**config.mk**
```make
export PLATFORM = sky130hd
export DESIGN_NAME = dmem_arbiter
export DESIGN_NICKNAME = d
export VERILOG_FILES = /design/src/rtl/dmem_arbiter.sv
export SDC_FILE = /design/constraint.sdc
export NUM_CORES = 1
export LEC_CHECK = 0
export CAP_MARGIN = 20
export CELL_PAD_IN_SITES_DETAIL_PLACEMENT = 0
export CELL_PAD_IN_SITES_GLOBAL_PLACEMENT = 1
export CORE_AREA = 2 2 146 148
export CTS_BUF_LIST = sky130_fd_sc_hd__clkbuf_4 sky130_fd_sc_hd__clkbuf_8 sky130_fd_sc_hd__clkbuf_16
export DETAILED_ROUTE_END_ITERATION = 8
export DIE_AREA = 0 0 148 150
export HOLD_SLACK_MARGIN = 0.1
export MAX_ROUTING_LAYER = met4
export PLACE_DENSITY = 0.81
export SLEW_MARGIN = 20
export SYNTH_ARGS = -nofsm -noshare
export SYNTH_HDL_FRONTEND = slang
export SYNTH_SLANG_ARGS = --single-unit
```
**constraint.sdc**
```tcl
create_clock -name clk_i -period 2.4 [get_ports clk_i]
set_input_delay 0.36 -clock clk_i [delete_from_list [all_inputs] [get_ports clk_i]]
set_output_delay 0.36 -clock clk_i [all_outputs]
set_load 0.01 [all_outputs]
```
**src/rtl/dmem_arbiter.sv**
```systemverilog
// -----------------------------------------------------------------------------
// dmem_arbiter
//
// Two-requester arbiter and access sequencer in front of a single-port,
// byte-addressed, little-endian data memory. Port 0 is the CPU MEM stage and
// port 1 is a secondary master such as a debug loader or DMA engine.
//
// One access is granted at a time, with round-robin fairness. The memory
// interface is held stable for LATENCY cycles per access. The granted port
// then gets a one-cycle ack, and its read data is registered.
//
// Ports:
//   clk_i        clock; all state changes on the rising edge
//   rst_i        asynchronous, active-low reset
//   reqN_i       port N request; held until ackN_o
//   weN_i        port N write enable (1 = store, 0 = load)
//   addrN_i      port N byte address
//   wdataN_i     port N store data
//   ackN_o       port N completion pulse (one cycle)
//   rdataN_o     port N load data; holds until that port's next load completes
//   mem_read_o   memory read strobe (every ACCESS cycle of a load)
//   mem_write_o  memory write strobe (first ACCESS cycle of a store only)
//   mem_addr_o   memory address, driven from the latched request
//   mem_wdata_o  memory write data, driven from the latched request
//   mem_rdata_i  memory combinational read data
//   busy_o       high while an access is in flight (ACCESS or DONE)
// -----------------------------------------------------------------------------
module dmem_arbiter #(
  parameter int ADDR_W  = 32,
  parameter int DATA_W  = 32,
  parameter int LATENCY = 2     // legal range 1..15
) (
  input  logic              clk_i,
  input  logic              rst_i,

  input  logic              req0_i,
  input  logic              we0_i,
  input  logic [ADDR_W-1:0] addr0_i,
  input  logic [DATA_W-1:0] wdata0_i,
  output logic              ack0_o,
  output logic [DATA_W-1:0] rdata0_o,

  input  logic              req1_i,
  input  logic              we1_i,
  input  logic [ADDR_W-1:0] addr1_i,
  input  logic [DATA_W-1:0] wdata1_i,
  output logic              ack1_o,
  output logic [DATA_W-1:0] rdata1_o,

  output logic              mem_read_o,
  output logic              mem_write_o,
  output logic [ADDR_W-1:0] mem_addr_o,
  output logic [DATA_W-1:0] mem_wdata_o,
  input  logic [DATA_W-1:0] mem_rdata_i,

  output logic              busy_o
);

  localparam logic [1:0] S_IDLE   = 2'd0;
  localparam logic [1:0] S_ACCESS = 2'd1;
  localparam logic [1:0] S_DONE   = 2'd2;

  // The counter is loaded with LATENCY-1, so the ACCESS phase lasts LATENCY cycles.
  localparam logic [3:0] CNT_INIT = 4'(LATENCY - 1);

  logic [1:0]        state_q,      state_d;
  logic [3:0]        cnt_q,        cnt_d;
  logic              last_grant_q, last_grant_d;
  logic              gnt_q,        gnt_d;
  logic              we_q,         we_d;
  logic [ADDR_W-1:0] addr_q,       addr_d;
  logic [DATA_W-1:0] wdata_q,      wdata_d;
  logic [DATA_W-1:0] rdata0_q,     rdata0_d;
  logic [DATA_W-1:0] rdata1_q,     rdata1_d;

  // Port 1 wins when it is the only requester. It also wins when both ports
  // request and port 0 took the previous grant.
  logic sel1;
  assign sel1 = req1_i & (~req0_i | ~last_grant_q);

  always_comb begin
    state_d      = state_q;
    cnt_d        = cnt_q;
    last_grant_d = last_grant_q;
    gnt_d        = gnt_q;
    we_d         = we_q;
    addr_d       = addr_q;
    wdata_d      = wdata_q;
    rdata0_d     = rdata0_q;
    rdata1_d     = rdata1_q;

    case (state_q)
      S_IDLE: begin
        if (req0_i | req1_i) begin
          // Latch the whole request. Requester inputs are ignored from here on.
          gnt_d        = sel1;
          last_grant_d = sel1;
          we_d         = sel1 ? we1_i    : we0_i;
          addr_d       = sel1 ? addr1_i  : addr0_i;
          wdata_d      = sel1 ? wdata1_i : wdata0_i;
          cnt_d        = CNT_INIT;
          state_d      = S_ACCESS;
        end
      end
      S_ACCESS: begin
        if (cnt_q == 4'd0) begin
          // Last ACCESS cycle: capture load data for the granted port.
          state_d = S_DONE;
          if (!we_q) begin
            if (gnt_q) rdata1_d = mem_rdata_i;
            else       rdata0_d = mem_rdata_i;
          end
        end else begin
          cnt_d = cnt_q - 4'd1;
        end
      end
      S_DONE: begin
        state_d = S_IDLE;
      end
      default: begin
        state_d = S_IDLE;
      end
    endcase
  end

  always_ff @(posedge clk_i or negedge rst_i) begin
    if (!rst_i) begin
      state_q      <= S_IDLE;
      cnt_q        <= 4'd0;
      last_grant_q <= 1'b1;
      gnt_q        <= 1'b0;
      we_q         <= 1'b0;
      addr_q       <= '0;
      wdata_q      <= '0;
      rdata0_q     <= '0;
      rdata1_q     <= '0;
    end else begin
      state_q      <= state_d;
      cnt_q        <= cnt_d;
      last_grant_q <= last_grant_d;
      gnt_q        <= gnt_d;
      we_q         <= we_d;
      addr_q       <= addr_d;
      wdata_q      <= wdata_d;
      rdata0_q     <= rdata0_d;
      rdata1_q     <= rdata1_d;
    end
  end

  // The address and data come straight from the latch registers, so they hold
  // through DONE and IDLE. The strobes qualify them.
  assign mem_addr_o  = addr_q;
  assign mem_wdata_o = wdata_q;
  assign mem_read_o  = (state_q == S_ACCESS) & ~we_q;
  // Only the first ACCESS cycle writes, so a store gives exactly one write edge.
  assign mem_write_o = (state_q == S_ACCESS) & we_q & (cnt_q == CNT_INIT);

  assign ack0_o   = (state_q == S_DONE) & ~gnt_q;
  assign ack1_o   = (state_q == S_DONE) &  gnt_q;
  assign busy_o   = (state_q == S_ACCESS) | (state_q == S_DONE);
  assign rdata0_o = rdata0_q;
  assign rdata1_o = rdata1_q;

endmodule

```
==> flow_summary.yaml <==
synthesis:
  synth_seq_cells: 137
  postSynth.asyncResetShare_pct: 100
  synthCells: 547
  yosys_warnings: 0
  syn_area_mm2: 0.00585
  synth_edf_count: 0
  avgSynthCellArea_um2: 10.7
  ys_seq_area_share_pct: 58.6
  synth_ff_type: "dfrtp_1"
  ys_types: 39
  syn-num-nets: 719
setup_path:
  critPathLaunch: "state_q[0]"
  crit_arrival_ns: 1.82
  crit_required_ns: 2.04
  worstPathCellList: "inv_1 > ha_1 > nor2b_1 > clkdlybuf4s50_1"
  r2r_cells: 6
  endpoint_kind: "output port"
  crit_path_top_delay_cell: "clkdlybuf4s50_1"
  cp_max_fo: 3
  timing.rr.start: "cnt_q[0]"
  slowest_delay_ns: 0.56
  cp-endpoint: "ack0_o"
  start_kind: "register"
  r2r-end: "rdata1_o[9]"
  worstSetupPathType: "reg2out"
  reg2reg_slack_ns: 0.42
sta:
  slew_headroom_pct: 69.6
  finalHoldViolCount: 0
  worst_pin_slew_ns: 0.456
  fin_skew_ns: 0.00751
  setup_viol: 0
  min_period_ns: 2.18
  min_period_over_period_pct: 91.0
  fmax_ghz: 0.458
  rsz0062_at_grt: "false"
  fin_tns_setup_ns: 0
  slew_violations: 0
  hold_slack_ns: 0.417
drt:
  wl_per_cell_um: 16.2
  via_count: 5208
  drt_wl_total_um: 18400
  vias_per_cell: 4.60
  drt_iter0_drc: 147
  drcViolationCount: 0
  drtPass1Iterations: 4
  antenna_left: 0
global_route:
  grtUsageTotal_pct: 17.0
  antenna_found_initial: 0
  grt_pass1_wl_um: 28300
  grt_pass1_vias: 5331
  gr-total-overflow: 0
  grt_max_degree: 73
final_layout:
  layout.area.seq_mm2: 0.00343
  n_antenna_cell: 0
  final_cell_mix: "clkdlybuf4s50_1, dfrtp_1, a21oi_1, nor2_1, nand2_1"
  final_cell_area_mm2: 0.00980
  fillers: 1971
  multi_input_area_mm2: 0.00223
  fin_util_pct: 47.4
  drive_gt1_share_pct: 13.6
  nNetsFinal: 1015
  final_common_cell: "clkdlybuf4s50_1"
  syn_to_final_growth_pct: 67.5
  stdcell_count: 1131
die:
  die_h_um: 150
  io_pins: 299
  fp-row-count: 53
  die_x_um: 148
  initial_core_util_pct: 28.3
  dieArea_mm2: 0.0222
  core_area_mm2: 0.0207
place:
  hpwlAfterDp_um: 13000
  placed_area_mm2: 0.00921
  dp_cells: 1098
  gp_congestion: 0.797
  numPortBuffers: 298
pwr:
  pwr_density_cell_mw_per_mm2: 1270
  leakage_nw: 4.15
  irDropWorstVdd_mv: 0.445
clock_network:
  cts_tree: "done"
  cts.path.max_buffers: 2
  cts_setup_buffers: 0
  h-tree-depth: 4
  cts_made_buffers: 17
  clk_pin_slew_ns: 0.06
  clock-sinks: 137
  insertion_delay_ns: 0.41
  cts-root-buf: "clkbuf_16"
flow_run:
  maxCapViolations: 0
outcome:
  status: "finished, final reports clean"
hold_path:
  worst_hold_path_type: "in2async"
-- cells by family (layout without fill, tap and decap cells) --
group | Yosys count | in the layout | share of synthesized area (%)
adder cells (fa/ha/maj) | 6 | 6 | 1.28
multiplexers | 65 | 65 | 12.5
buffers and inverters | 42 | 351 | 3.70
flip-flops | 137 | 137 | 58.6
AO/OA/AOI/OAI | 147 | 147 | 13.2
AND/OR/NAND/NOR | 150 | 150 | 10.7
-- critical path, delay by kind of cell (launching register included) --
kind                       cells  cell delay [ns]
adders and majority gates      1             0.19
buffers and inverters          2             0.68
DFF                            1             0.39
and+or+nand+nor                1             0.15
-- sequential cells by signal, summed over array words and instances, names as in the netlist --
signal and cells:
we_q 1, gnt_q 1, rdata1_o 32, state_q 2
cnt_q 4, mem_wdata_o 32, mem_addr_o 32, rdata0_o 32
last_grant_q 1
-- stage by stage --
stage / setup WS, ns / power, W
after floorplan: 0.591 / 0.00663
after global placement: 0.456 / 0.00991
after detailed placement: 0.417 / 0.00999
after CTS: 0.0393 / 0.0127
after global routing: 0.119 / 0.0133
final: 0.216 / 0.0125
-- per-layer routing --
metal	global-route usage [%]	vias up	share of wire (%)
met1	21.2	2509	44
met5	-	-	0
met3	4.88	14	7.0
li1	-	2471	-
met2	27.0	214	47
met4	4.81	0	1.2
-- synthesized netlist by cell type, types with 2 or more instances --
| master | count | area [um^2] |
|---|---|---|
| o21a_1 | 2 | 15.0 |
| nand2_1 | 66 | 248 |
| buf_4 | 3 | 22.5 |
| buf_2 | 14 | 70.1 |
| dfrtp_1 | 136 | 3400 |
| buf_6 | 4 | 45.0 |
| o21ai_0 | 4 | 20.0 |
| or3_1 | 2 | 12.5 |
| nand3_1 | 2 | 10.0 |
| a21oi_1 | 132 | 661 |
| inv_1 | 5 | 18.8 |
| nor2_1 | 67 | 251 |
| mux2_2 | 59 | 664 |
| nor2b_1 | 2 | 12.5 |
| clkbuf_1 | 11 | 41.3 |
| mux2_1 | 6 | 67.6 |
| buf_1 | 5 | 18.8 |
| ha_1 | 6 | 75.1 |
-- where the power goes --
group | total, W | switching (W) | internal [W]
combinational | 0.00575 | 0.00249 | 0.00326
clock | 0.00260 | 0.00113 | 0.00146
sequential | 0.00412 | 0.000651 | 0.00347
-- final cells by class --
cell class	instances	share of cell area [%]
flip-flops and latches	137	35.0
well taps	275	3.51
clock inverters	15	1.57
repair buffers	314	32.6
inverters	5	0.191
clock buffers	17	4.34
multi-input cells	368	22.8
-- worst min path at each step --
stage / startpoint / end / slack [ns] / cells past startpoint
5_1_grt: rst_i / rdata0_o[0] / 0.43 / 2
3_5_place_dp: rst_i / rdata0_o[12] / 0.29 / 1
6_report: rst_i / rdata0_o[0] / 0.42 / 2
2_1_floorplan: rst_i / cnt_q[0] / 0.06 / 0
4_1_cts: rst_i / rdata1_o[12] / 0.41 / 2
3_3_place_gp: rst_i / rdata1_o[12] / 0.29 / 1
-- what timing repair did --
action,4_1_cts,5_1_grt
gates resized for setup,1,2
hold endpoints to repair,35,0
setup endpoints to repair,1,2
hold buffers,1,0
(Power assumes the default switching activity.)
